## config.mk

```make
export PLATFORM = sky130hd
export DESIGN_NAME = vibrato_lfo
export DESIGN_NICKNAME = d
export VERILOG_FILES = /design/src/rtl/vibrato_lfo.sv
export SDC_FILE = /design/constraint.sdc
export NUM_CORES = 1
export LEC_CHECK = 0
export BUFFER_PORTS_ARGS = -buffer_cell sky130_fd_sc_hd__buf_2
export CORE_MARGIN = 1.5
export CORE_UTILIZATION = 48
export DETAILED_ROUTE_END_ITERATION = 16
export PLACE_DENSITY_LB_ADDON = 0.15
export SLEW_MARGIN = 20
export SYNTH_ARGS = -nofsm -noshare
export SYNTH_HDL_FRONTEND = slang
export SYNTH_SLANG_ARGS = --single-unit
```

## constraint.sdc

```tcl
create_clock -name clk -period 3.39 [get_ports clk]
set_input_delay 0.678 -clock clk [delete_from_list [all_inputs] [get_ports clk]]
set_output_delay 0.678 -clock clk [all_outputs]
set_load 0.05 [all_outputs]
```

## src/rtl/vibrato_lfo.sv

```systemverilog
// -----------------------------------------------------------------------------
// vibrato_lfo
//
// Per-voice delayed, retriggerable pitch LFO. After a trigger the block waits
// `delay` cycles, then advances a signed offset once every `rate`+1 cycles
// following one of four waveforms. The output is CENTER plus that offset, so
// the downstream pitch/period calculator recovers a signed bend by subtracting
// CENTER.
//
// Ports:
//   clk          system clock
//   reset        asynchronous, active-high reset
//   en           block enable; low forces idle and blocks triggers
//   note_on      voice gate; low forces idle
//   note_repeat  single-cycle pulse: same note struck again (retrigger)
//   note_start   current MIDI note number; a change retriggers
//   mode         waveform: 0 triangle, 1 square, 2 saw up, 3 saw down
//   depth        peak offset in output LSBs, clamped to CENTER
//   rate         clk cycles per waveform step, minus one
//   delay        clk cycles from trigger to first step (0 = run at once)
//   vib_out      CENTER + signed offset (registered)
//   vib_start    high while the LFO is running (registered)
//   vib_step     one-cycle pulse on each offset update (registered)
// -----------------------------------------------------------------------------
module vibrato_lfo #(
  parameter int OUT_W   = 9,
  parameter int DEPTH_W = 8,
  parameter int DELAY_W = 24,
  parameter int STEP_W  = 18,
  parameter int CENTER  = 12
) (
  input  logic               clk,
  input  logic               reset,
  input  logic               en,
  input  logic               note_on,
  input  logic               note_repeat,
  input  logic [6:0]         note_start,
  input  logic [1:0]         mode,
  input  logic [DEPTH_W-1:0] depth,
  input  logic [STEP_W-1:0]  rate,
  input  logic [DELAY_W-1:0] delay,
  output logic [OUT_W-1:0]   vib_out,
  output logic               vib_start,
  output logic               vib_step
);

  // Offset carries one extra bit so that -deff .. +deff always fits.
  localparam int OFF_W = DEPTH_W + 1;

  localparam logic signed [OFF_W-1:0] OFF_ZERO = OFF_W'(0);
  localparam logic signed [OFF_W-1:0] OFF_ONE  = OFF_W'(1);

  typedef enum logic [1:0] {
    ST_IDLE  = 2'd0,
    ST_DELAY = 2'd1,
    ST_RUN   = 2'd2
  } state_t;

  // Effective depth: the offset may never swing the output below zero.
  function automatic logic [DEPTH_W-1:0] clamp_depth(input logic [DEPTH_W-1:0] d);
    logic [DEPTH_W-1:0] lim;
    lim = DEPTH_W'(CENTER);
    if (d > lim) begin
      return lim;
    end else begin
      return d;
    end
  endfunction

  // Sign-extend (or truncate) the offset into the output adder width.
  function automatic logic [OUT_W-1:0] sext_offset(input logic signed [OFF_W-1:0] o);
    logic signed [OUT_W-1:0] r;
    r = OUT_W'(o);
    return r;
  endfunction

  // Registered state
  state_t                    state_r;
  logic [6:0]                note_reg_r;
  logic signed [OFF_W-1:0]   offset_r;
  logic                      dir_r;       // 1 = counting up
  logic                      pol_r;       // 1 = positive half of square
  logic [OFF_W-1:0]          sq_cnt_r;
  logic [STEP_W-1:0]         step_cnt_r;
  logic [DELAY_W-1:0]        delay_cnt_r;
  logic [OUT_W-1:0]          vib_out_r;
  logic                      vib_start_r;
  logic                      vib_step_r;

  // Next-state values
  state_t                    state_nxt_s;
  logic [6:0]                note_nxt_s;
  logic signed [OFF_W-1:0]   offset_nxt_s;
  logic                      dir_nxt_s;
  logic                      pol_nxt_s;
  logic [OFF_W-1:0]          sq_cnt_nxt_s;
  logic [STEP_W-1:0]         step_cnt_nxt_s;
  logic [DELAY_W-1:0]        delay_cnt_nxt_s;
  logic                      start_nxt_s;
  logic                      step_fire_s;

  // Derived combinational values
  logic [DEPTH_W-1:0]        deff_s;
  logic signed [OFF_W-1:0]   pos_deff_s;
  logic signed [OFF_W-1:0]   neg_deff_s;
  logic [OFF_W-1:0]          sq_last_s;
  logic                      trigger_s;
  logic                      gate_off_s;

  assign deff_s     = clamp_depth(depth);
  assign pos_deff_s = $signed({1'b0, deff_s});
  assign neg_deff_s = -pos_deff_s;
  // Square half-period in steps is 2*deff; the count runs 0 .. 2*deff-1.
  assign sq_last_s  = OFF_W'({deff_s, 1'b0}) - OFF_W'(1);

  assign trigger_s  = en && note_on &&
                      ((state_r == ST_IDLE) || (note_start != note_reg_r) || note_repeat);
  assign gate_off_s = !en || !note_on;

  // Next-state, counter and waveform-step logic
  always_comb begin
    state_nxt_s     = state_r;
    note_nxt_s      = note_reg_r;
    offset_nxt_s    = offset_r;
    dir_nxt_s       = dir_r;
    pol_nxt_s       = pol_r;
    sq_cnt_nxt_s    = sq_cnt_r;
    step_cnt_nxt_s  = step_cnt_r;
    delay_cnt_nxt_s = delay_cnt_r;
    start_nxt_s     = vib_start_r;
    step_fire_s     = 1'b0;

    if (trigger_s) begin
      // A trigger restarts everything and pre-empts any step this cycle.
      note_nxt_s      = note_start;
      offset_nxt_s    = OFF_ZERO;
      dir_nxt_s       = 1'b1;
      pol_nxt_s       = 1'b1;
      sq_cnt_nxt_s    = OFF_W'(0);
      step_cnt_nxt_s  = STEP_W'(0);
      delay_cnt_nxt_s = DELAY_W'(0);
      start_nxt_s     = 1'b0;
      if (delay == DELAY_W'(0)) begin
        state_nxt_s = ST_RUN;
      end else begin
        state_nxt_s = ST_DELAY;
      end
    end else if (gate_off_s) begin
      state_nxt_s     = ST_IDLE;
      note_nxt_s      = 7'd0;
      offset_nxt_s    = OFF_ZERO;
      start_nxt_s     = 1'b0;
      step_cnt_nxt_s  = STEP_W'(0);
      delay_cnt_nxt_s = DELAY_W'(0);
    end else begin
      case (state_r)
        ST_IDLE: begin
          // Only a trigger leaves IDLE; hold the resting output.
          offset_nxt_s = OFF_ZERO;
        end

        ST_DELAY: begin
          delay_cnt_nxt_s = delay_cnt_r + DELAY_W'(1);
          if (delay_cnt_r == (delay - DELAY_W'(1))) begin
            state_nxt_s = ST_RUN;
            start_nxt_s = 1'b1;
          end else begin
            state_nxt_s = ST_DELAY;
          end
        end

        ST_RUN: begin
          start_nxt_s = 1'b1;
          if (step_cnt_r == rate) begin
            step_cnt_nxt_s = STEP_W'(0);
            step_fire_s    = 1'b1;
            if (deff_s == DEPTH_W'(0)) begin
              offset_nxt_s = OFF_ZERO;
            end else if (offset_r > pos_deff_s) begin
              // Depth shrank below the current swing: snap to the new bound.
              offset_nxt_s = pos_deff_s;
            end else if (offset_r < neg_deff_s) begin
              offset_nxt_s = neg_deff_s;
            end else begin
              case (mode)
                2'd0: begin
                  // Triangle reverses on the peak step itself (no dwell).
                  if (dir_r) begin
                    if (offset_r >= pos_deff_s) begin
                      dir_nxt_s    = 1'b0;
                      offset_nxt_s = offset_r - OFF_ONE;
                    end else begin
                      offset_nxt_s = offset_r + OFF_ONE;
                    end
                  end else begin
                    if (offset_r <= neg_deff_s) begin
                      dir_nxt_s    = 1'b1;
                      offset_nxt_s = offset_r + OFF_ONE;
                    end else begin
                      offset_nxt_s = offset_r - OFF_ONE;
                    end
                  end
                end
                2'd1: begin
                  if (pol_r) begin
                    offset_nxt_s = pos_deff_s;
                  end else begin
                    offset_nxt_s = neg_deff_s;
                  end
                  // >= keeps the square sane if depth drops mid half-period.
                  if (sq_cnt_r >= sq_last_s) begin
                    pol_nxt_s    = !pol_r;
                    sq_cnt_nxt_s = OFF_W'(0);
                  end else begin
                    sq_cnt_nxt_s = sq_cnt_r + OFF_W'(1);
                  end
                end
                2'd2: begin
                  if (offset_r >= pos_deff_s) begin
                    offset_nxt_s = neg_deff_s;
                  end else begin
                    offset_nxt_s = offset_r + OFF_ONE;
                  end
                end
                2'd3: begin
                  if (offset_r <= neg_deff_s) begin
                    offset_nxt_s = pos_deff_s;
                  end else begin
                    offset_nxt_s = offset_r - OFF_ONE;
                  end
                end
                default: begin
                  offset_nxt_s = OFF_ZERO;
                end
              endcase
            end
          end else begin
            step_cnt_nxt_s = step_cnt_r + STEP_W'(1);
          end
        end

        default: begin
          state_nxt_s  = ST_IDLE;
          offset_nxt_s = OFF_ZERO;
          start_nxt_s  = 1'b0;
        end
      endcase
    end
  end

  // State and output registers; vib_out trails the offset by one cycle so it
  // moves exactly one cycle after the vib_step pulse.
  always_ff @(posedge clk or posedge reset) begin
    if (reset) begin
      state_r     <= ST_IDLE;
      note_reg_r  <= 7'd0;
      offset_r    <= OFF_ZERO;
      dir_r       <= 1'b1;
      pol_r       <= 1'b1;
      sq_cnt_r    <= OFF_W'(0);
      step_cnt_r  <= STEP_W'(0);
      delay_cnt_r <= DELAY_W'(0);
      vib_out_r   <= OUT_W'(CENTER);
      vib_start_r <= 1'b0;
      vib_step_r  <= 1'b0;
    end else begin
      state_r     <= state_nxt_s;
      note_reg_r  <= note_nxt_s;
      offset_r    <= offset_nxt_s;
      dir_r       <= dir_nxt_s;
      pol_r       <= pol_nxt_s;
      sq_cnt_r    <= sq_cnt_nxt_s;
      step_cnt_r  <= step_cnt_nxt_s;
      delay_cnt_r <= delay_cnt_nxt_s;
      vib_out_r   <= OUT_W'(CENTER) + sext_offset(offset_r);
      vib_start_r <= start_nxt_s;
      vib_step_r  <= step_fire_s;
    end
  end

  assign vib_out   = vib_out_r;
  assign vib_start = vib_start_r;
  assign vib_step  = vib_step_r;

endmodule

```

==> out/metrics.cfg <==
[run_status]
status = finished with violations
violations = setup timing

[power]
finalPower_mw = 2.55
swShare_pct = 27.2
p_comb_share_pct = 16.5
p_int_mw = 1.85
clockPowerShare_pct = 42.2
powerDensity_nw_per_um2 = 307
power_frac_seq_pct = 41.3
power.switching_uw = 693
leakage_nw = 3.84
vdd_drop_max_mv = 0.203

[place]
place_congestion = 0.961
dpl_cell_area_um2 = 7710
place_hpwl_um = 13600
io_buffers = 74

[routing]
vias = 6385
dr.pass1.iters = 5
viasPerCell = 5.77
wl_met1_um = 7990
dr_wl_met3_um = 892
routed.top_layer = met4
wl_per_cell_um = 16.2
drtIter0Drc = 543
route.met2.wl_um = 8660
finalWirelength_um = 18000
drc = 0
ant_nets = 0

[yosys]
synth_edf_count = 0
yosysWarnings = 0
avgSynthCellArea_um2 = 8.41
synth_ff_type = dfrtp_1
yosys.cell_types.count = 71
syn_area_um2 = 6550
ys_seq_area_share_pct = 31.4
ys_async_sr_fraction_pct = 100
syn_inst = 779
yosys_register_bits = 82

[critical_path]
worstPathMaxFanout = 8
critPathArrivalTime_ns = 4.09
critPathLaunchType = primary input
critPathKind = in -> reg
end_kind = flip-flop
worstReg2RegStart = step_cnt_r[3]$_DFFE_PP0P_
required_ns = 3.68
startpoint = depth[4]
rrSetupSlack_ns = 0.39

[sta]
report.final.hold_viol_count = 0
relSlewSlack_pct = 45.8
tightestPinTransition_ns = 0.807
setup_viol = 20
holdWs_ns = 0.437
timing.final.crit_share_pct = 112
slew_viol_final = 0
fin_worst_skew_ns = 0.00870
finalCriticalPeriod_ns = 3.80
rsz0062_at_grt = yes
post-route-worst-setup-slack_ns = -0.412
clock.fmax_mhz = 263

[clocking]
cts-root-buf = clkbuf_16
clock_sinks = 82
htreeDepth = 3
numCtsBuffers = 9
cts.path.max_buffers = 2
cts_tree = yes
path_clk_slew_ns = 0.07
clk-insertion-delay-late_ns = 0.35

[final_layout]
multiInputGateArea_um2 = 4470
utilization_pct = 62.3
fin_nets = 1026
syn_to_final_growth_pct = 26.5
seqCellArea_um2 = 2060
final_area_um2 = 8290
drive_gt1_share_pct = 25.2
n_fill_cell = 1135
n_antenna_cell = 0

[floorplan]
start_util_pct = 49.2
placementRows = 42
die_y_um = 120
dieArea_um2 = 14400
design.core.area_um2 = 13300
die_w_um = 120
io_pins = 75

[global_routing]
grt_max_degree = 43
overflow = 0
grt_pass1_wl_um = 29300
antenna_found_initial = 0
grt_pass1_vias = 6140
grt_util_all_layers_pct = 25.3

[job]
max_cap_violations = 0

[hold_path]
holdCritPathClass = in -> async

==> layout by cell type (no fill, tap or decap), drive strengths merged, types with 8 or more instances in the layout <==
cell / Yosys / routed
nand2: 66 / 66
or3: 8 / 8
inv: 36 / 37
xnor2: 51 / 51
clkbuf: 22 / 9
nand2b: 8 / 8
and3: 24 / 24
a21oi: 28 / 28
nor4: 18 / 18
mux2i: 15 / 15
nand3: 32 / 32
nand4: 19 / 19
dfrtp: 78 / 78
ha: 36 / 36
o21ai: 46 / 46
or4: 8 / 8
nor2: 81 / 81
buf: 9 / 164
xor2: 58 / 58
nor3: 22 / 22
==> cell families (layout without fill, tap and decap cells) <==
group,count (synthesis),after routing,synth area share (%)
compound gates,151,151,15.6
xor+xnor,109,109,14.6
fa+ha+maj,36,36,6.88
buf+inv,67,216,4.15
flops,82,82,31.4
mux,16,16,2.47
other cells,1,4,0.0573
simple gates,317,317,24.9
==> metrics by stage <==
stage	std cells	worst slack (ns)	TNS, ns
floorplan	782	-0.558	-5.76
finish	1107	-0.412	-5.39
detailed placement	1076	-0.810	-11.69
global route	1107	-0.654	-9.81
global placement	1076	-0.645	-9.08
CTS	1096	-0.342	-3.83
==> area by class of cell <==
cell class	instances	area share (%)
sequential	82	24.8
tap	176	2.66
clock inverter	7	1.21
timing repair buffer	164	13.0
multi-input combinational	633	53.9
inverter	36	1.65
clock buffer	9	2.72
==> worst max-delay path, cell delays in order <==
cell and delay, ns:
buf_6 0.09, or4_4 0.55, buf_6 0.15, nor4_4 0.29, nand2_2 0.12, inv_1 0.09, nor2_1 0.05, inv_1 0.10
ha_4 0.21, o211ai_1 0.10, a21oi_2 0.09, nor3_4 0.24, nor3_4 0.06, buf_6 0.13, o22ai_4 0.28, nand2_1 0.11
mux2i_1 0.13, or4_1 0.52, nand2_1 0.09
==> state kept, by name (all words and copies together), names as in the netlist <==
name	cells
delay_cnt_r	24
step_cnt_r	18
offset_r	9
sq_cnt_r	9
vib_out	9
note_reg_r	7
state_r	2
dir_r	1
pol_r	1
vib_start	1
vib_step	1
==> synthesized netlist by cell type, types with 6 or more instances <==
cell type  count  area [um^2]
a21oi_1       27          135
and3_1        24          150
clkbuf_1      22         82.6
dfrtp_1       78         1950
ha_1          36          450
inv_1         36          135
mux2i_1       15          150
nand2_1       66          248
nand2b_1       8         50.1
nand3_1       32          160
nand4_1       19          119
nor2_1        81          304
nor2b_1        7         43.8
nor3_1        22          110
nor4_1        15         93.8
o21ai_0       45          225
o22ai_1        6         37.5
o31ai_1        7         52.6
or3_1          8         50.1
or4_1          6         45.0
xnor2_1       51          447
xor2_1        58          508
==> power groups by stage <==
stage                     clock network, mW  registers, mW  logic (mW)
after floorplan                           0           1.06       0.243
after global placement                    0           1.07       0.381
after detailed placement                  0           1.07       0.397
after CTS                              1.09           1.05       0.411
after global routing                   1.14           1.06       0.473
final                                  1.07           1.05       0.420
==> final timing paths <==
path	depth (start not counted)	to
min in group clk	0	vib_out[0]$_DFF_PP0_
setup / recovery	19	offset_r[5]$_DFFE_PP0P_
setup reg to reg	9	offset_r[7]$_DFFE_PP0P_
hold reg to reg	0	vib_out[0]$_DFF_PP0_
hold / removal	2	vib_out[6]$_DFF_PP0_
max in group asynchronous	3	delay_cnt_r[9]$_DFFE_PP0P_
==> per-layer routing <==
metal | vias up | GRT usage [%]
met3 | 36 | 4.13
met2 | 197 | 42.9
met4 | 0 | 8.85
met1 | 3059 | 32.8
met5 | - | 0
li1 | 3093 | -
==> what timing repair did <==
item | 4_1_cts | 5_1_grt
hold buffers | 0 | 0
resized for setup | 12 | 19
setup endpoints to repair | 20 | 20
pin swaps | 3 | 18
endpoints found under the hold margin | 0 | 0
gates cloned | 0 | 0
buffers inserted | 4 | 11
Power figures use the tool's default switching activity.
